## config.mk

```make
export PLATFORM = sky130hd
export DESIGN_NAME = mc_ctrl_fsm
export DESIGN_NICKNAME = d
export VERILOG_FILES = /design/src/rtl/mc_ctrl_fsm.sv
export SDC_FILE = /design/constraint.sdc
export NUM_CORES = 1
export LEC_CHECK = 0
export ABC_AREA = 1
export ABC_CLOCK_PERIOD_IN_PS = 3300
export BUFFER_PORTS_ARGS = -buffer_cell sky130_fd_sc_hd__buf_2
export CAP_MARGIN = 10
export CORE_MARGIN = 5
export CORE_UTILIZATION = 36
export CTS_BUF_LIST = sky130_fd_sc_hd__clkbuf_16
export CTS_CLUSTER_DIAMETER = 80
export CTS_CLUSTER_SIZE = 14
export DETAILED_ROUTE_END_ITERATION = 16
export GPL_TIMING_DRIVEN = 0
export PLACE_DENSITY = 0.83
export REMOVE_ABC_BUFFERS = 1
export SLEW_MARGIN = 20
export SYNTH_ARGS = -nofsm -noshare
export SYNTH_HDL_FRONTEND = slang
export SYNTH_SLANG_ARGS = --single-unit
```

## constraint.sdc

```tcl
create_clock -name clk -period 3.3 [get_ports clk]
set_clock_uncertainty 0.1 [all_clocks]
set_input_delay 0.66 -clock clk [delete_from_list [all_inputs] [get_ports clk]]
set_output_delay 0.66 -clock clk [all_outputs]
set_load 0.05 [all_outputs]
```

## src/rtl/mc_ctrl_fsm.sv

```systemverilog
// Multi-cycle MIPS control unit.
// Holds only the phase register; every datapath strobe and the ALU operation
// select are decoded combinationally from the phase, the IR and the ALU Zero flag.
//
//   state | meaning
//   ------+--------------------------------------------------------------
//   IF  0 | fetch: load IR, PC <= PC+4
//   ID  1 | decode: resolve j, flag illegal encodings
//   EX  2 | execute: ALU operates, beq resolves on zero
//   MEM 3 | memory: lw read / sw write
//   WB  4 | write back to register file
//   5-7   | unreachable, recover to IF with all outputs low

module mc_ctrl_fsm #(
  parameter int OPW = 5
) (
  input  logic           clk,
  input  logic           rst,
  input  logic [31:0]    instr_i,
  input  logic           zero_i,
  output logic [OPW-1:0] alu_op_o,
  output logic           alu_src_a_o,
  output logic           alu_src_b_o,
  output logic           pc_write_o,
  output logic [1:0]     pc_src_o,
  output logic           ir_write_o,
  output logic           mem_read_o,
  output logic           mem_write_o,
  output logic           reg_write_o,
  output logic           reg_dst_o,
  output logic           mem_to_reg_o,
  output logic           done_o,
  output logic           illegal_o,
  output logic [2:0]     state_o
);

  // ALU operation encodings shared with the ALU.
  localparam logic [OPW-1:0] ALUOP_NOP  = OPW'(0);
  localparam logic [OPW-1:0] ALUOP_ADD  = OPW'(1);
  localparam logic [OPW-1:0] ALUOP_SUBU = OPW'(2);
  localparam logic [OPW-1:0] ALUOP_OR   = OPW'(3);
  localparam logic [OPW-1:0] ALUOP_SLT  = OPW'(4);
  localparam logic [OPW-1:0] ALUOP_SLL  = OPW'(5);
  localparam logic [OPW-1:0] ALUOP_ADDI = OPW'(6);
  localparam logic [OPW-1:0] ALUOP_BEQ  = OPW'(7);

  localparam logic [2:0] S_IF  = 3'd0;
  localparam logic [2:0] S_ID  = 3'd1;
  localparam logic [2:0] S_EX  = 3'd2;
  localparam logic [2:0] S_MEM = 3'd3;
  localparam logic [2:0] S_WB  = 3'd4;

  localparam logic [1:0] PC_SRC_SEQ = 2'd0;
  localparam logic [1:0] PC_SRC_BR  = 2'd1;
  localparam logic [1:0] PC_SRC_J   = 2'd2;

  localparam logic [5:0] OP_RTYPE = 6'h00;
  localparam logic [5:0] OP_J     = 6'h02;
  localparam logic [5:0] OP_BEQ   = 6'h04;
  localparam logic [5:0] OP_ADDI  = 6'h08;
  localparam logic [5:0] OP_LW    = 6'h23;
  localparam logic [5:0] OP_SW    = 6'h2B;

  localparam logic [5:0] FN_SLL  = 6'h00;
  localparam logic [5:0] FN_ADD  = 6'h20;
  localparam logic [5:0] FN_SUBU = 6'h23;
  localparam logic [5:0] FN_OR   = 6'h25;
  localparam logic [5:0] FN_SLT  = 6'h2A;

  logic [2:0] state_q, state_d;

  logic [5:0] opcode;
  logic [5:0] funct;
  logic       is_rtype, is_sll, is_j, is_beq, is_addi, is_lw, is_sw;
  logic       is_legal;
  logic [OPW-1:0] dec_alu_op;

  assign opcode = instr_i[31:26];
  assign funct  = instr_i[5:0];

  // Instruction class decode; the R-type flag covers only supported functs.
  always_comb begin
    is_rtype   = 1'b0;
    is_sll     = 1'b0;
    dec_alu_op = ALUOP_NOP;
    is_j       = (opcode == OP_J);
    is_beq     = (opcode == OP_BEQ);
    is_addi    = (opcode == OP_ADDI);
    is_lw      = (opcode == OP_LW);
    is_sw      = (opcode == OP_SW);
    if (opcode == OP_RTYPE) begin
      is_rtype = 1'b1;
      case (funct)
        FN_ADD:  dec_alu_op = ALUOP_ADD;
        FN_SUBU: dec_alu_op = ALUOP_SUBU;
        FN_OR:   dec_alu_op = ALUOP_OR;
        FN_SLT:  dec_alu_op = ALUOP_SLT;
        FN_SLL: begin
          dec_alu_op = ALUOP_SLL;
          is_sll     = 1'b1;
        end
        default: is_rtype = 1'b0;
      endcase
    end else if (is_addi) begin
      dec_alu_op = ALUOP_ADDI;
    end else if (is_lw || is_sw) begin
      dec_alu_op = ALUOP_ADD;
    end else if (is_beq) begin
      dec_alu_op = ALUOP_BEQ;
    end
    is_legal = is_rtype || is_j || is_beq || is_addi || is_lw || is_sw;
  end

  // Phase register with synchronous reset back to fetch.
  always_ff @(posedge clk) begin
    if (rst) state_q <= S_IF;
    else     state_q <= state_d;
  end

  // Next-phase selection.
  always_comb begin
    state_d = S_IF;
    case (state_q)
      S_IF: state_d = S_ID;
      S_ID: begin
        if (!is_legal || is_j) state_d = S_IF;
        else                   state_d = S_EX;
      end
      S_EX: begin
        if (is_lw || is_sw)           state_d = S_MEM;
        else if (is_rtype || is_addi) state_d = S_WB;
        else                          state_d = S_IF;
      end
      S_MEM: begin
        if (is_lw) state_d = S_WB;
        else       state_d = S_IF;
      end
      S_WB:    state_d = S_IF;
      default: state_d = S_IF;
    endcase
  end

  logic       pc_write_raw, ir_write_raw, mem_read_raw, mem_write_raw;
  logic       reg_write_raw, done_raw, illegal_raw;

  // Per-phase output decode; strobes are gated by reset afterwards.
  always_comb begin
    alu_op_o      = ALUOP_NOP;
    alu_src_a_o   = 1'b0;
    alu_src_b_o   = 1'b0;
    pc_src_o      = PC_SRC_SEQ;
    reg_dst_o     = 1'b0;
    mem_to_reg_o  = 1'b0;
    pc_write_raw  = 1'b0;
    ir_write_raw  = 1'b0;
    mem_read_raw  = 1'b0;
    mem_write_raw = 1'b0;
    reg_write_raw = 1'b0;
    done_raw      = 1'b0;
    illegal_raw   = 1'b0;
    case (state_q)
      S_IF: begin
        ir_write_raw = 1'b1;
        pc_write_raw = 1'b1;
        pc_src_o     = PC_SRC_SEQ;
      end
      S_ID: begin
        if (!is_legal) begin
          illegal_raw = 1'b1;
        end else if (is_j) begin
          pc_write_raw = 1'b1;
          pc_src_o     = PC_SRC_J;
          done_raw     = 1'b1;
        end
      end
      S_EX: begin
        alu_op_o    = dec_alu_op;
        alu_src_a_o = is_sll;
        alu_src_b_o = is_addi || is_lw || is_sw;
        if (is_beq) begin
          // Zero only matters here; elsewhere it is ignored.
          pc_write_raw = zero_i;
          pc_src_o     = PC_SRC_BR;
          done_raw     = 1'b1;
        end
      end
      S_MEM: begin
        alu_op_o = dec_alu_op;
        if (is_lw) begin
          mem_read_raw = 1'b1;
        end else if (is_sw) begin
          mem_write_raw = 1'b1;
          done_raw      = 1'b1;
        end
      end
      S_WB: begin
        alu_op_o      = dec_alu_op;
        reg_write_raw = 1'b1;
        reg_dst_o     = is_rtype;
        mem_to_reg_o  = is_lw;
        done_raw      = 1'b1;
      end
      default: ;
    endcase
  end

  // Reset suppresses every strobe so an abandoned instruction writes nothing.
  always_comb begin
    pc_write_o  = pc_write_raw  & ~rst;
    ir_write_o  = ir_write_raw  & ~rst;
    mem_read_o  = mem_read_raw  & ~rst;
    mem_write_o = mem_write_raw & ~rst;
    reg_write_o = reg_write_raw & ~rst;
    done_o      = done_raw      & ~rst;
    illegal_o   = illegal_raw   & ~rst;
  end

  assign state_o = state_q;

endmodule

```

# Word level (Yosys, flattened, before mapping)
# Index checks and enable logic that the tools add are counted.
classes:
  n_eq_ne: 13
  muxes: 38
  bitwise_logic: 8
  n_reduce_logical: 16
ops:
  columns: ["operator", "count"]
  rows:
  - ["6-bit == test, second input constant", 6]
  - ["1-bit two-way mux", 22]
  - ["3-bit two-way mux", 6]
  - ["3-bit one-hot mux with 5 select lines", 1]
  - ["6-bit logical NOT", 2]
  - ["3-bit one-hot mux with 4 select lines", 1]
  - ["1-bit logical OR", 10]
  - ["5-bit two-way mux", 2]
  - ["1-bit bitwise AND", 7]
  - ["3-bit by 2-bit == test with 1-bit output, second input constant", 2]
  - ["6-bit by 2-bit == test with 1-bit output, second input constant", 1]
  - ["6-bit by 3-bit == test with 1-bit output, second input constant", 1]
  - ["6-bit by 4-bit == test with 1-bit output, second input constant", 1]
  - ["2-bit two-way mux", 3]
  - ["5-bit OR reduction", 1]
  - ["1-bit one-hot mux with 4 select lines", 1]
  - ["2-bit one-hot mux with 2 select lines", 1]
  - ["3-bit by 1-bit == test with 1-bit output, second input constant", 1]
  - ["3-bit == test, second input constant", 1]
  - ["3-bit logical NOT", 1]
  - ["1-bit one-hot mux with 3 select lines", 1]
  - ["3-bit OR reduction", 1]
  - ["1-bit logical NOT", 1]
  - ["1-bit NOT", 1]
totals:
  regBits: 3
  in_bits: 35
  word_cells: 76

# Depth between registers and ports, before layout
depth:
  word_depth: 13
  depth_mapped: 8
  ltp_nobuf: 8

# Worst setup path before layout
# No wires, ideal clock.
synth_timing:
  path_kind: "register to output"
  startpoint: "register state_q[1], in the netlist state_o[1]"
  endpoint: "output port alu_src_a_o"
  arrival_ns: 2.520
  required_time_ns: 2.540
  slack_ns: 0.020
  stages_incl_launch_ff: 5
  path_buffers: 0
  path_cell_list: "dfxtp_1 > nand2_2 > nor2_2 > inv_1 > nor4_1"
synth_via:
  elab_chain_cells: 2
synth_lines:
  columns: ["item", "line", "rtl"]
  rows:
  - ["start: declaration", "70", "logic [2:0] state_q, state_d;"]
  - ["start signal: assignment", "117", "else state_q <= state_d;"]
  - ["3-bit by 2-bit == test with 1-bit output", "161", "case (state_q)"]
  - ["1-bit two-way mux", "161", null]
  - ["end: declaration", "22", "output logic alu_src_a_o,"]
# Every way passes these cells.

# Worst setup path after layout
layout_timing:
  startpoint: "input port instr_i[28]"
  endpoint: "output port pc_write_o"
layout_via:
  elab_chain_cells: 10
  elab_cells_between_ends: 17
  classes_between: "eq/ne: 5; mux: 5; bitwise: 1; reduce/logical: 6"
layout_lines:
  columns: ["item", "line", "rtl"]
  rows:
  - ["start: declaration", "19", "input logic [31:0] instr_i,"]
  - ["6-bit logical NOT", "91", "if (opcode == OP_RTYPE) begin"]
  - ["1-bit two-way mux", "91", null]
  - ["1-bit logical OR (5 in series)", "111", "is_legal = is_rtype || is_j || is_beq || is_addi || is_lw || is_sw;"]
  - ["1-bit two-way mux", "168", "if (!is_legal) begin"]
  - ["1-bit one-hot mux with 3 select lines (*)", "161", null]
  - ["1-bit bitwise AND (*)", "209", "pc_write_o = pc_write_raw & ~rst;"]
  - ["end: declaration", "24", "output logic pc_write_o,"]
# Every way passes the cells marked *; elsewhere a longest branch is shown, timed or not.

==> impl_results.rst <==
.. list-table::
   :header-rows: 1

   * - Metric
     - Value
   * - Area added between synthesis and finish
     - 46.7%
   * - Part of the power in the clock network
     - 64.7%
   * - Number of buffers inserted by hold repair at cts
     - 0
   * - Max frequency
     - slightly below 400 MHz
   * - Critical Path Source Type
     - input pin
   * - Final wirelength
     - 1570 um
   * - List of most frequent post-synthesis cells
     - 17 x sky130_fd_sc_hd__nand2_1, 17 x sky130_fd_sc_hd__nor2_1, 10 x sky130_fd_sc_hd__inv_1
   * - Count of input and output buffers
     - 33
   * - Part of the total power dissipated in sequential elements
     - between 10% and 20%
   * - Terminus of the critical flop-to-flop path
     - state_o[1]$_SDFF_PP0_
   * - HP Start
     - state_o[0]$_SDFF_PP0_
   * - Busiest layer in global routing
     - met2
   * - Cell Area, Synth
     - approximately 530 um^2
   * - Maximum cell stage delay along the critical path
     - about 0.27 ns
   * - Count of nets after finishing
     - about 160
   * - Antenna violations before repair
     - 0
   * - Count of fill cells added during filler insertion
     - 128
   * - Clock tree from TritonCTS
     - built
   * - Core area
     - approximately 1400 um^2
   * - Class of the most critical setup path
     - in -> out
   * - Standard-cell row count
     - 13
   * - Placed Instance Area
     - around 700 um^2
   * - Req. time, crit path
     - roughly 2.5 ns
   * - Run status
     - finished, final reports clean
   * - Horizontal die dimension
     - around 48 um
   * - Count of synthesis-stage warnings from yosys
     - 0
   * - Share of total power in combinational logic
     - 21.7%
   * - Die area
     - roughly 2300 um^2
   * - Final max-slew violation count
     - 0
   * - Yosys reg bits
     - 3
   * - Bufs and invs on worst path
     - 4
   * - Vias in the first global route
     - a little under 700
   * - Yosys cell types
     - 25
   * - Number of CTS-inserted buffers
     - 3
   * - Post-Synthesis Cells
     - just over 90
   * - Fraction of final layout cells sized beyond drive strength 1
     - 42.2%
   * - Flip-flop count of the largest register, all copies and words added
     - 3
   * - Final count of hold timing violations
     - 0
   * - Unrepaired setup endpoints after global routing
     - false
   * - Critical Path Fanout Max
     - 6
   * - Remaining Overflow, GRT
     - 0
   * - Count of non-filler cells in the finished layout
     - approximately 140
   * - Final min period
     - around 2.6 ns
   * - Leading area contributor after synthesis
     - sky130_fd_sc_hd__nand2_1
   * - Max VDD drop
     - a little over 0.3 mV
   * - Share of the yosys chip area belonging to registers
     - 11.3%
   * - Clock-pin slew of the registers on the worst-case setup and hold paths
     - roughly 0.030 ns
   * - Vertical die dimension
     - between 40 and 50 um
   * - Hold path endpoint
     - state_o[2]$_SDFF_PP0_
   * - Met1 capacity usage during global routing
     - 15.0%
   * - Worst hold margin
     - 0.504 ns
   * - Routing usage on met3
     - approximately 3.7%
   * - Reg2reg setup slack
     - 2.02 ns
   * - IO Count
     - 56
   * - First-pass GRT wire length
     - around 2700 um
   * - Final core occ
     - between 50% and 60%
   * - 1st-pass router iterations
     - 4
   * - Number of vias per cell after detailed routing
     - 5.12
   * - Ant. Diodes
     - 0
   * - Effective utilization at floorplan
     - roughly two fifths
   * - Starting DRT DRC Count
     - 24
   * - Net switching power
     - around 75 uW
   * - Post-route DRC violation count
     - 0
   * - Half-perimeter wire length of the detailed placement result
     - roughly 1300 um
   * - Cell area after layout
     - around 780 um^2
   * - Family of cells with the greatest summed delay on the critical path
     - buffers and inverters
   * - Met2 track demand over resource in global routing
     - between 20% and 30%
   * - Buffer levels on the longest clock path
     - 2
   * - Leading post-synthesis cells by cell area
     - sky130_fd_sc_hd__nand2_1 12%, sky130_fd_sc_hd__nor2_1 12%, sky130_fd_sc_hd__dfxtp_1 11%
   * - Crit-path cells
     - buf_2 > inv_1 > nand2_2 > nor3_2 > nand2_1 > inv_2 > a21oi_1 > a21oi_1 > buf_2
   * - Signal arrival time at the worst endpoint
     - about 1.8 ns
   * - Total global-route track usage
     - between 10% and 20%
   * - Worst hold path stage count
     - 3
   * - Crit share post-route
     - 77.4%
   * - Routed length per instance
     - about 11 um
   * - Synth top area share
     - between 10% and 20%
   * - Number of setup violations in the final report
     - 0
   * - Worst min-delay path category
     - reg -> reg
   * - P per Cell Area
     - about 370 nW/um^2
   * - H-Tree Level Count
     - 1
   * - Leakage power figure
     - between 0.0004 and 0.0005 uW
   * - Total setup buffers inserted after CTS
     - 0
   * - Final weighted congestion in routability-driven placement
     - about 0.84
   * - Most instantiated flip-flop cell in the synthesis netlist
     - sky130_fd_sc_hd__dfxtp_1
   * - Setup TNS
     - 0 ns
   * - CP max stage cell
     - sky130_fd_sc_hd__buf_2
   * - Synth Area per Inst
     - between 5 and 6 um^2
   * - Via count of the routed design
     - roughly 730
   * - Sort of element at the end of the critical path
     - output port
   * - R2R cell count
     - 6
   * - Antenna-violating nets left
     - 0
   * - CTS resizes
     - 0
   * - Sw Share
     - 26.3%
   * - Ys async rst share
     - 0%
   * - Internal power contribution
     - 211 uW
   * - # clock sinks
     - 3
   * - Pin count of the biggest net entering global routing
     - 10
   * - Launch instance of the worst register-to-register path
     - state_o[0]$_SDFF_PP0_
   * - Number of synthesized flops with an enable pin
     - 0
   * - Max Cap Violations
     - 0
   * - Number of instances in the placed design
     - approximately 140
   * - Clock tree root buffer cell
     - sky130_fd_sc_hd__clkbuf_16
   * - Clk_lat worst skew
     - ~0.22 ns
[tightest hold or removal path: cells and delay by family, from the launching register on]
family	cells	cell delay (ns)
and+or+nand+nor	2	0.13
DFF	1	0.37
AOI/OAI and AO/OA	1	0.06
[cell usage in the layout (no fill, tap or decap), types with 4 or more instances in the layout]
master / n
sky130_fd_sc_hd__nor2_1: 17
sky130_fd_sc_hd__a21oi_1: 8
sky130_fd_sc_hd__nor2_2: 4
sky130_fd_sc_hd__buf_2: 33
sky130_fd_sc_hd__nand2_1: 17
sky130_fd_sc_hd__inv_1: 11
[area by class of cell]
| type | instances | area, um^2 | area share [%] |
|---|---|---|---|
| Inverter | 12 | 45.0 | 5.79 |
| Sequential cell | 3 | 60.1 | 7.72 |
| Multi-Input combinational cell | 76 | 410 | 52.7 |
| Clock inverter | 1 | 3.75 | 0.482 |
| Timing Repair Buffer | 33 | 165 | 21.2 |
| Clock buffer | 3 | 75.1 | 9.65 |
| Tap cell | 15 | 18.8 | 2.41 |
[logic make-up after synthesis]
logic type | Yosys count | synth area share, %
buf+inv | 15 | 12.0
compound gates | 14 | 15.8
simple gates | 60 | 60.1
other cells | 1 | 0.707
flops | 3 | 11.3
[power by group through the flow]
stage	Clock, uW	Sequential [uW]	Combinational (uW)
2_1_floorplan	0	43.0	36.9
3_3_place_gp	0	39.2	60.5
3_5_place_dp	0	39.3	62.0
4_1_cts	189	38.8	62.2
5_1_grt	192	39.0	67.9
6_report	186	38.9	62.2
[metrics by stage]
| stage | setup slack [ns] | power (uW) |
|---|---|---|
| after detailed placement | 0.741 | 101 |
| after floorplan | 0.0196 | 80.0 |
| after global placement | 0.757 | 99.7 |
| final | 0.745 | 287 |
| after CTS | 0.742 | 290 |
| after global routing | 0.621 | 299 |
[how the worst max path moves through the flow]
stage               cells past startpoint     endpoint                   from  slack [ns]
global placement                        9       done_o            instr_i[28]        0.76
detailed placement                      9       done_o            instr_i[28]        0.74
global route                            9    illegal_o             instr_i[0]        0.62
floorplan                               4  alu_src_a_o  state_o[1]$_SDFF_PP0_        0.02
finish                                  9   pc_write_o            instr_i[28]        0.74
CTS                                     9       done_o            instr_i[28]        0.74
[metal layers]
layer	part of all wire, %	vias to the layer above
met5	0	-
met4	1.0	0
met3	5.6	2
met2	53	25
met1	40	331
li1	-	374
Power figures use the tool's default switching activity.
